**src/rtl/rs_stream_encoder_if.sv**
```systemverilog
// Symbol stream bundle for the RS encoder: message input, codeword output and status.
interface rs_stream_encoder_if;
  logic       in_valid;
  logic       in_ready;
  logic [3:0] in_sym;
  logic       out_valid;
  logic       out_ready;
  logic [3:0] out_sym;
  logic       out_sof;
  logic       out_eof;
  logic       busy;

  modport slave (
    input  in_valid, in_sym, out_ready,
    output in_ready, out_valid, out_sym, out_sof, out_eof, busy
  );

  modport master (
    output in_valid, in_sym, out_ready,
    input  in_ready, out_valid, out_sym, out_sof, out_eof, busy
  );
endinterface

```
**src/rtl/rs_stream_encoder.sv**
```systemverilog
// Streaming systematic Reed-Solomon encoder over GF(16): message symbols pass through,
// then NSYM parity symbols are shifted out of the division LFSR.
module rs_stream_encoder #(
  parameter int K    = 9,
  parameter int NSYM = 6
) (
  input logic          clk,
  input logic          rst_n,
  rs_stream_encoder_if.slave bus
);

  localparam int MAXC = (K > NSYM) ? K : NSYM;
  localparam int CW   = $clog2(MAXC);
  localparam logic [CW-1:0] MSG_LAST = CW'(K - 1);
  localparam logic [CW-1:0] PAR_LAST = CW'(NSYM - 1);

  generate
    if (K < 1 || NSYM < 2 || (NSYM % 2) != 0 || (K + NSYM) > 15) begin : g_param_check
      $error("rs_stream_encoder: illegal K/NSYM combination");
    end
  endgenerate

  function automatic logic [3:0] gf_mul(input logic [3:0] a, input logic [3:0] b);
    logic [3:0] p;
    logic [3:0] x;
    p = '0;
    x = a;
    for (int i = 0; i < 4; i++) begin
      if (b[i]) p = p ^ x;
      x = {x[2:0], 1'b0} ^ {2'b00, x[3], x[3]};
    end
    return p;
  endfunction

  // Expands prod (x + alpha^i) and keeps the non-leading coefficients g0..g(NSYM-1).
  function automatic logic [4*NSYM-1:0] gen_poly();
    logic [3:0]        g [16];
    logic [3:0]        root;
    logic [4*NSYM-1:0] packed_g;
    for (int j = 0; j < 16; j++) g[j] = 4'h0;
    g[0] = 4'h1;
    root = 4'h1;
    for (int i = 1; i <= NSYM; i++) begin
      root = gf_mul(root, 4'h2);
      for (int j = i; j >= 1; j--) g[j] = g[j-1] ^ gf_mul(root, g[j]);
      g[0] = gf_mul(root, g[0]);
    end
    packed_g = '0;
    for (int j = 0; j < NSYM; j++) packed_g[4*j +: 4] = g[j];
    return packed_g;
  endfunction

  localparam logic [4*NSYM-1:0] GEN = gen_poly();

  typedef enum logic {MSG, PAR} state_t;

  state_t          state_reg, state_next;
  logic [CW-1:0]   cnt_reg, cnt_next;
  logic [3:0]      lfsr_reg  [NSYM];
  logic [3:0]      lfsr_next [NSYM];
  logic [3:0]      out_sym_reg, out_sym_next;
  logic            out_valid_reg, out_valid_next;
  logic            out_sof_reg, out_sof_next;
  logic            out_eof_reg, out_eof_next;
  logic            adv;
  logic            accept;
  logic [3:0]      fb;
  logic [3:0]      fb_prod [NSYM];

  assign adv          = !out_valid_reg || bus.out_ready;
  assign bus.in_ready = rst_n && (state_reg == MSG) && adv;
  assign accept       = bus.in_valid && bus.in_ready;
  assign fb           = bus.in_sym ^ lfsr_reg[NSYM-1];

  assign bus.out_sym   = out_sym_reg;
  assign bus.out_valid = out_valid_reg;
  assign bus.out_sof   = out_sof_reg;
  assign bus.out_eof   = out_eof_reg;
  assign bus.busy      = (state_reg == PAR) || (cnt_reg != '0) || out_valid_reg;

  generate
    for (genvar gi = 0; gi < NSYM; gi++) begin : g_lfsr
      assign fb_prod[gi] = gf_mul(fb, GEN[4*gi +: 4]);

      always_ff @(posedge clk or negedge rst_n) begin
        if (!rst_n) lfsr_reg[gi] <= '0;
        else        lfsr_reg[gi] <= lfsr_next[gi];
      end
    end
  endgenerate

  always_ff @(posedge clk or negedge rst_n) begin
    if (!rst_n) begin
      state_reg     <= MSG;
      cnt_reg       <= '0;
      out_sym_reg   <= '0;
      out_valid_reg <= 1'b0;
      out_sof_reg   <= 1'b0;
      out_eof_reg   <= 1'b0;
    end else begin
      state_reg     <= state_next;
      cnt_reg       <= cnt_next;
      out_sym_reg   <= out_sym_next;
      out_valid_reg <= out_valid_next;
      out_sof_reg   <= out_sof_next;
      out_eof_reg   <= out_eof_next;
    end
  end

  always_comb begin
    state_next     = state_reg;
    cnt_next       = cnt_reg;
    lfsr_next      = lfsr_reg;
    out_sym_next   = out_sym_reg;
    out_valid_next = out_valid_reg;
    out_sof_next   = out_sof_reg;
    out_eof_next   = out_eof_reg;

    if (state_reg == MSG) begin
      if (accept) begin
        out_sym_next   = bus.in_sym;
        out_valid_next = 1'b1;
        out_sof_next   = (cnt_reg == '0);
        out_eof_next   = 1'b0;
        lfsr_next[0]   = fb_prod[0];
        for (int i = 1; i < NSYM; i++) lfsr_next[i] = lfsr_reg[i-1] ^ fb_prod[i];
        if (cnt_reg == MSG_LAST) begin
          state_next = PAR;
          cnt_next   = '0;
        end else begin
          cnt_next = cnt_reg + 1'b1;
        end
      end else if (adv) begin
        out_valid_next = 1'b0;
      end
    end else if (adv) begin
      out_sym_next   = lfsr_reg[NSYM-1];
      out_valid_next = 1'b1;
      out_sof_next   = 1'b0;
      out_eof_next   = (cnt_reg == PAR_LAST);
      lfsr_next[0]   = '0;
      for (int i = 1; i < NSYM; i++) lfsr_next[i] = lfsr_reg[i-1];
      if (cnt_reg == PAR_LAST) begin
        // Last parity symbol leaves: start the next codeword from a clean divider.
        for (int i = 0; i < NSYM; i++) lfsr_next[i] = '0;
        cnt_next   = '0;
        state_next = MSG;
      end else begin
        cnt_next = cnt_reg + 1'b1;
      end
    end
  end

endmodule

```
**src/flat_wrapper.sv**
```systemverilog
// flat-port wrapper written by rule: the top's interface ports become plain ports
module rs_stream_encoder_flat 
#(
  parameter int K    = 9,
  parameter int NSYM = 6
)
  (clk, rst_n, bus_in_valid, bus_in_sym, bus_out_ready, bus_in_ready, bus_out_valid, bus_out_sym, bus_out_sof, bus_out_eof, bus_busy);
  rs_stream_encoder_if bus_i ();
  input logic clk;
  input logic rst_n;
  input wire logic [$bits(bus_i.in_valid)-1:0] bus_in_valid;
  input wire logic [$bits(bus_i.in_sym)-1:0] bus_in_sym;
  input wire logic [$bits(bus_i.out_ready)-1:0] bus_out_ready;
  output wire logic [$bits(bus_i.in_ready)-1:0] bus_in_ready;
  output wire logic [$bits(bus_i.out_valid)-1:0] bus_out_valid;
  output wire logic [$bits(bus_i.out_sym)-1:0] bus_out_sym;
  output wire logic [$bits(bus_i.out_sof)-1:0] bus_out_sof;
  output wire logic [$bits(bus_i.out_eof)-1:0] bus_out_eof;
  output wire logic [$bits(bus_i.busy)-1:0] bus_busy;
  assign bus_i.in_valid = bus_in_valid;
  assign bus_i.in_sym = bus_in_sym;
  assign bus_i.out_ready = bus_out_ready;
  assign bus_in_ready = bus_i.in_ready;
  assign bus_out_valid = bus_i.out_valid;
  assign bus_out_sym = bus_i.out_sym;
  assign bus_out_sof = bus_i.out_sof;
  assign bus_out_eof = bus_i.out_eof;
  assign bus_busy = bus_i.busy;
  rs_stream_encoder #(.K(K), .NSYM(NSYM)) u_core (.clk(clk), .rst_n(rst_n), .bus(bus_i));
endmodule
```
**config.mk**
```make
export PLATFORM = sky130hd
export DESIGN_NAME = rs_stream_encoder_flat
export DESIGN_NICKNAME = d
export VERILOG_FILES = /design/src/rtl/rs_stream_encoder_if.sv /design/src/rtl/rs_stream_encoder.sv /design/src/flat_wrapper.sv
export SDC_FILE = /design/constraint.sdc
export NUM_CORES = 1
export LEC_CHECK = 0
export ABC_AREA = 1
export CAP_MARGIN = 15
export CORE_ASPECT_RATIO = 1.1
export CORE_MARGIN = 5
export CORE_UTILIZATION = 45
export CTS_CLUSTER_DIAMETER = 200
export CTS_CLUSTER_SIZE = 12
export DETAILED_ROUTE_END_ITERATION = 6
export DONT_BUFFER_PORTS = 1
export GPL_TIMING_DRIVEN = 1
export PLACE_DENSITY_LB_ADDON = 0.05
export SYNTH_ARGS = -nofsm -noshare
export SYNTH_HDL_FRONTEND = slang
export SYNTH_SLANG_ARGS = --single-unit
```
**constraint.sdc**
```tcl
create_clock -name clk -period 3.4 [get_ports clk]
set_clock_uncertainty 0.1 [all_clocks]
set_input_delay 0.68 -clock clk [delete_from_list [all_inputs] [get_ports clk]]
set_output_delay 0.68 -clock clk [all_outputs]
set_load 0.005 [all_outputs]
```
==> results of run 1 <==
-- cell usage after synthesis --
cell | count | area [um^2]
inv_2 | 2 | 7.51
a31oi_1 | 4 | 25.0
o21ai_0 | 26 | 130
nor3_1 | 1 | 5.00
o22ai_1 | 1 | 6.26
buf_4 | 3 | 22.5
or2_4 | 1 | 8.76
nor2_1 | 9 | 33.8
clkbuf_1 | 1 | 3.75
ha_1 | 3 | 37.5
buf_2 | 5 | 25.0
o211ai_1 | 5 | 37.5
o21ai_1 | 3 | 15.0
nand3_2 | 1 | 10.0
or2_0 | 1 | 6.26
nor2_2 | 2 | 12.5
inv_4 | 1 | 6.26
nand2_2 | 12 | 75.1
a21oi_1 | 4 | 20.0
nand3_1 | 29 | 145
inv_1 | 28 | 105
nand2_1 | 120 | 450
dfrtp_1 | 36 | 901
and3_1 | 1 | 6.26
o311ai_0 | 1 | 8.76
-- worst max path at each step --
stage | endpoint | slack, ps | depth (start not counted)
5_1_grt | bus_busy | 1170 | 5
4_1_cts | bus_busy | 1290 | 5
3_3_place_gp | u_core.cnt_reg[3]$_DFFE_PN0P_ | 1260 | 7
6_report | bus_busy | 1320 | 5
3_5_place_dp | u_core.cnt_reg[3]$_DFFE_PN0P_ | 1260 | 7
2_1_floorplan | bus_in_ready | 1590 | 3
-- metal layers --
layer / wire (um) / share of wire (%) / up-vias / global-route usage (%)
li1: - / - / 954 / -
met1: 2370 / 49 / 821 / 23.7
met2: 2180 / 45 / 30 / 27.9
met3: 200 / 4.1 / 7 / 3.79
met4: 87 / 1.8 / 0 / 6.12
met5: 0 / 0 / - / 0
-- stage by stage --
step	setup WS [ps]	cells	total power, mW	utilization (%)
2_1_floorplan	1590	300	1.40	-
3_3_place_gp	1260	349	1.59	46.6
3_5_place_dp	1260	349	1.59	46.6
4_1_cts	1290	355	1.88	48.6
5_1_grt	1170	355	2.08	48.6
6_report	1320	355	1.86	48.6
-- worst register-to-register path, stage by stage (launching register included) --
cell     delay (ps)
dfrtp_1         610
inv_2           260
nor2_2          200
buf_4           200
inv_1           170
nand2_1         100
a21oi_1          60
o21ai_0          80
o21ai_1          80
-- what timing repair did --
action	CTS	global route
hold endpoints to repair	36	0
endpoints found under the setup margin	0	0
hold buffers	1	0
-- report_power, final --
part	switching [mW]	total (mW)	internal, mW
combinational	0.539	0.831	0.292
clock	0.146	0.278	0.132
sequential	0.137	0.752	0.614
total	0.823	1.86	1.04
-- area by class of cell --
type | count | share of cell area, %
flip-flops and latches | 36 | 40.4
well taps | 56 | 3.15
multi-input cells | 224 | 46.4
clock buffers | 5 | 3.09
repair buffers | 3 | 1.57
inverters | 31 | 5.34
-- kinds of logic after synthesis --
| kind of cell | synth area share [%] |
|---|---|
| and+or+nand+nor | 35.8 |
| AOI/OAI and AO/OA | 11.5 |
| buffers and inverters | 8.09 |
| DFF | 42.8 |
| adders and majority gates | 1.78 |
==> results.toml, run 1 <==
[setup_path]
path_buf_inv = 1
timing.critical_path.from = "u_core.cnt_reg[0]$_DFFE_PN0P_"
worstPathRequired_ps = 2620
critPathLaunchType = "flop"
critical_path_class = "reg -> out"
endpoint_kind = "output pin"
r2r_start = "u_core.state_reg$_DFF_PN0_"
r2r_end = "u_core.lfsr_reg[11]$_DFFE_PN0P_"
cpMaxStageDelayCell = "dfrtp_1"
cp_cell_sequence = "inv_1, ha_1, nand3_1, nor2_1, nand2_1"
r2r_cells = 8
regToRegSetupSlack_ps = 1440
cp_top_family = "flip-flops"
critPathMaxFanout = 4
max_stage_delay_ps = 400
arrival_ps = 1300

[floorplan]
die_area_um2 = 6150
rows = 26
num_io_pins = 17
start_util_pct = 45.9
die_y_um = 81.7
core_um2 = 4590
die_w_um = 75.2

[final_layout]
final_cell_area_um2 = 2230
num-nets-final = 312
layout_commonest_cell = "nand2_1"
antenna_cells = 0
area_delta_synth_final_pct = 5.83
seq_area_um2 = 901
drive_gt1_share_pct = 9.03
final_cell_mix = "nand2_1 (120), dfrtp_1 (36), nand3_1 (29)"
multi_input_area_um2 = 1030
largest_reg_flops = 24
fillers = 478

[clocking]
cts_setup_buffers = 0
cts_made_buffers = 5
clkSinkCount = 36
cts_tree = "yes"
insertion_delay_ps = 280
max-clock-path-buffers = 2
clk_pin_slew_ps = 70
cts_resized = 0
clock-root-buffer = "clkbuf_8"
htreeDepth = 2

[synth]
yosysWarningCount = 0
syn_nets = 311
synthCells = 300
ys_ff_latch = 36
ys_seq_area_share_pct = 42.8
ys_types = 25
syn_area_um2 = 2100
syn_avg_cell_area_um2 = 7.02

[timing]
hold_viol = 0
worst_pin_slew_ps = 433
fin_hold_ws_ps = 119
min_period_ps = 2080
rsz0062_at_grt = "false"
drv_slew = 0
max_freq_mhz = 480
finalSetupTns_ps = 0
post-route-period-util_pct = 61.3
maxSlewHeadroom_pct = 71.1
setup_viol = 0

[grt]
track_usage_pct = 17.6
first_global_vias = 1779
antenna_found_initial = 0
grt_overflow = 0
grt_max_degree = 37
grt_pass1_wl_mm = 8.20

[status]
outcome = "finished, final reports clean"

[drt]
drt_iter0_drc = 94
wl_mm = 4.83
viasPerCell = 5.10
wl_per_cell_um = 13.6
drt-pass1-iter-count = 4
drc_errors = 0
ant_nets = 0
vias = 1812

[run]
drv_cap = 0

[place]
io_buffers = 0
place_area_um2 = 2140
place.gp.congestion = 0.790
hpwl_mm = 3.36

[pwr]
leakage_nw = 1.17
ir_drop_v = 0.000355
p_per_area_nw_per_um2 = 836

[worst_hold_path]
min_path_type = "in -> async"
No activity file was read; power rests on OpenSTA's default activity.
==> run 2: changes to the inputs <==
==> constraint.sdc (replaced) <==
create_clock -name clk -period 1.83 [get_ports clk]
set_clock_uncertainty 0.1 [all_clocks]
set_input_delay 0.366 -clock clk [delete_from_list [all_inputs] [get_ports clk]]
set_output_delay 0.366 -clock clk [all_outputs]
set_load 0.005 [all_outputs]
==> results.toml, run 2 (synthesized netlist as in run 1, its figures left out) <==
[grt]
grt_pass1_wl_mm = 8.26
track_usage_pct = 17.9
grt_overflow = 0
antenna_found_initial = 0
first_global_vias = 1741
grt_max_degree = 37

[final_layout]
final_cell_mix = "nand2_1 (120), dfrtp_1 (36), nand3_1 (29)"
fillers = 488
num-nets-final = 319
seq_area_um2 = 901
antenna_cells = 0
drive_gt1_share_pct = 12.3
multi_input_area_um2 = 1040
area_delta_synth_final_pct = 10.6
largest_reg_flops = 24
final_cell_area_um2 = 2330
layout_commonest_cell = "nand2_1"

[timing]
post-route-period-util_pct = 94.7
min_period_ps = 1730
worst_pin_slew_ps = 437
setup_viol = 0
finalSetupTns_ps = 0
drv_slew = 0
worst_slack_ps = 97.2
maxSlewHeadroom_pct = 70.5
max_freq_mhz = 577
hold_viol = 0

[drt]
drt_iter0_drc = 109
drt-pass1-iter-count = 4
ant_nets = 0
wl_per_cell_um = 13.4
wl_mm = 4.89
viasPerCell = 5.01
vias = 1828
drc_errors = 0

[pwr]
leakage_nw = 1.22
p_per_area_nw_per_um2 = 1580
p_total_mw = 3.67
ir_drop_v = 0.000637

[setup_path]
cp_cell_sequence = "inv_1, ha_1, nand3_1, nor2_2, nand2_1"
critical_path_class = "reg -> out"
r2r_start = "u_core.cnt_reg[1]$_DFFE_PN0P_"
arrival_ps = 1270
critPathMaxFanout = 4
path_buf_inv = 1
critPathLaunchType = "flop"
max_stage_delay_ps = 380
endpoint_kind = "output pin"
r2r_end = "u_core.lfsr_reg[7]$_DFFE_PN0P_"
r2r_cells = 8
worstPathRequired_ps = 1360
regToRegSetupSlack_ps = 250
cpMaxStageDelayCell = "dfrtp_1"
cp_top_family = "flip-flops"

[worst_hold_path]
min_path_type = "in -> reg"
whs_endpoint = "u_core.bus.out_sym[3]$_DFFE_PN0P_"
hold_depth = 2
worstHoldStart = "bus_in_sym[3]"

[place]
io_buffers = 0
place.gp.congestion = 0.790
hpwl_mm = 3.48
place_ws_ps = 238
place_area_um2 = 2180

[clocking]
cts_made_buffers = 5
clock-root-buffer = "clkbuf_8"
cts_setup_buffers = 0
htreeDepth = 2
insertion_delay_ps = 290
clk_pin_slew_ps = 80
clkSinkCount = 36
max-clock-path-buffers = 2
cts_tree = "yes"

[status]
outcome = "finished, final reports clean"

[floorplan]
die_w_um = 75.2
num_io_pins = 17
core_um2 = 4590
rows = 26
start_util_pct = 45.9
die_y_um = 81.7
die_area_um2 = 6150

[run]
drv_cap = 0
[run 2: worst max path at each step]
stage                     slack (ps)                         endpoint  cells after the start                             start
after detailed placement         240  u_core.lfsr_reg[14]$_DFFE_PN0P_                      8     u_core.cnt_reg[1]$_DFFE_PN0P_
after global placement           250  u_core.lfsr_reg[22]$_DFFE_PN0P_                      7  u_core.bus.out_valid$_DFFE_PN0P_
after global routing              -2                         bus_busy                      5     u_core.cnt_reg[1]$_DFFE_PN0P_
final                            100                         bus_busy                      5     u_core.cnt_reg[1]$_DFFE_PN0P_
after CTS                          9                         bus_busy                      5     u_core.cnt_reg[0]$_DFFE_PN0P_
after floorplan                  350  u_core.lfsr_reg[12]$_DFFE_PN0P_                      8     u_core.cnt_reg[1]$_DFFE_PN0P_
[run 2: routing by layer]
| layer | up-vias | global-route usage, % | part of all wire, % |
|---|---|---|---|
| met3 | 6 | 3.43 | 4.2 |
| met2 | 29 | 28.4 | 45 |
| li1 | 972 | - | - |
| met1 | 821 | 24.8 | 49 |
| met4 | 0 | 5.24 | 1.2 |
| met5 | - | 0 | 0 |
[run 2: final cells by class]
| type | instances | share of cell area [%] |
|---|---|---|
| inverters | 31 | 5.11 |
| flip-flops and latches | 36 | 38.7 |
| clock inverters | 3 | 1.83 |
| well taps | 56 | 3.01 |
| multi-input cells | 224 | 44.5 |
| repair buffers | 10 | 3.87 |
| clock buffers | 5 | 2.96 |
[run 2: metrics by stage]
stage                     std cells  hold slack [ps]  utilization, %
final                           365              114            50.7
after global routing            365              129            50.7
after CTS                       365              108            50.7
after detailed placement        355            -28.5            47.6
after global placement          355            -28.6            47.6
after floorplan                 300            -29.6               -
[run 2: worst reg2reg max path: cells and delay by family, from the launching register on]
kind	cells	cell delay, ps
AOI/OAI and AO/OA	2	200
and+or+nand+nor	3	300
DFF	1	380
adders and majority gates	1	150
buffers and inverters	2	320
[run 2: what timing repair did]
| item | 4_1_cts | 5_1_grt |
|---|---|---|
| endpoints found under the setup margin | 0 | 1 |
| hold buffers | 2 | 0 |
| endpoints found under the hold margin | 36 | 0 |
| gates resized for setup | 0 | 2 |
[run 2: power breakdown]
group / internal (mW) / switching, mW / leakage, nW
sequential: 1.14 / 0.247 / 0.440
combinational: 0.563 / 1.02 / 0.721
clock: 0.403 / 0.301 / 0.0541
total: 2.11 / 1.57 / 1.22
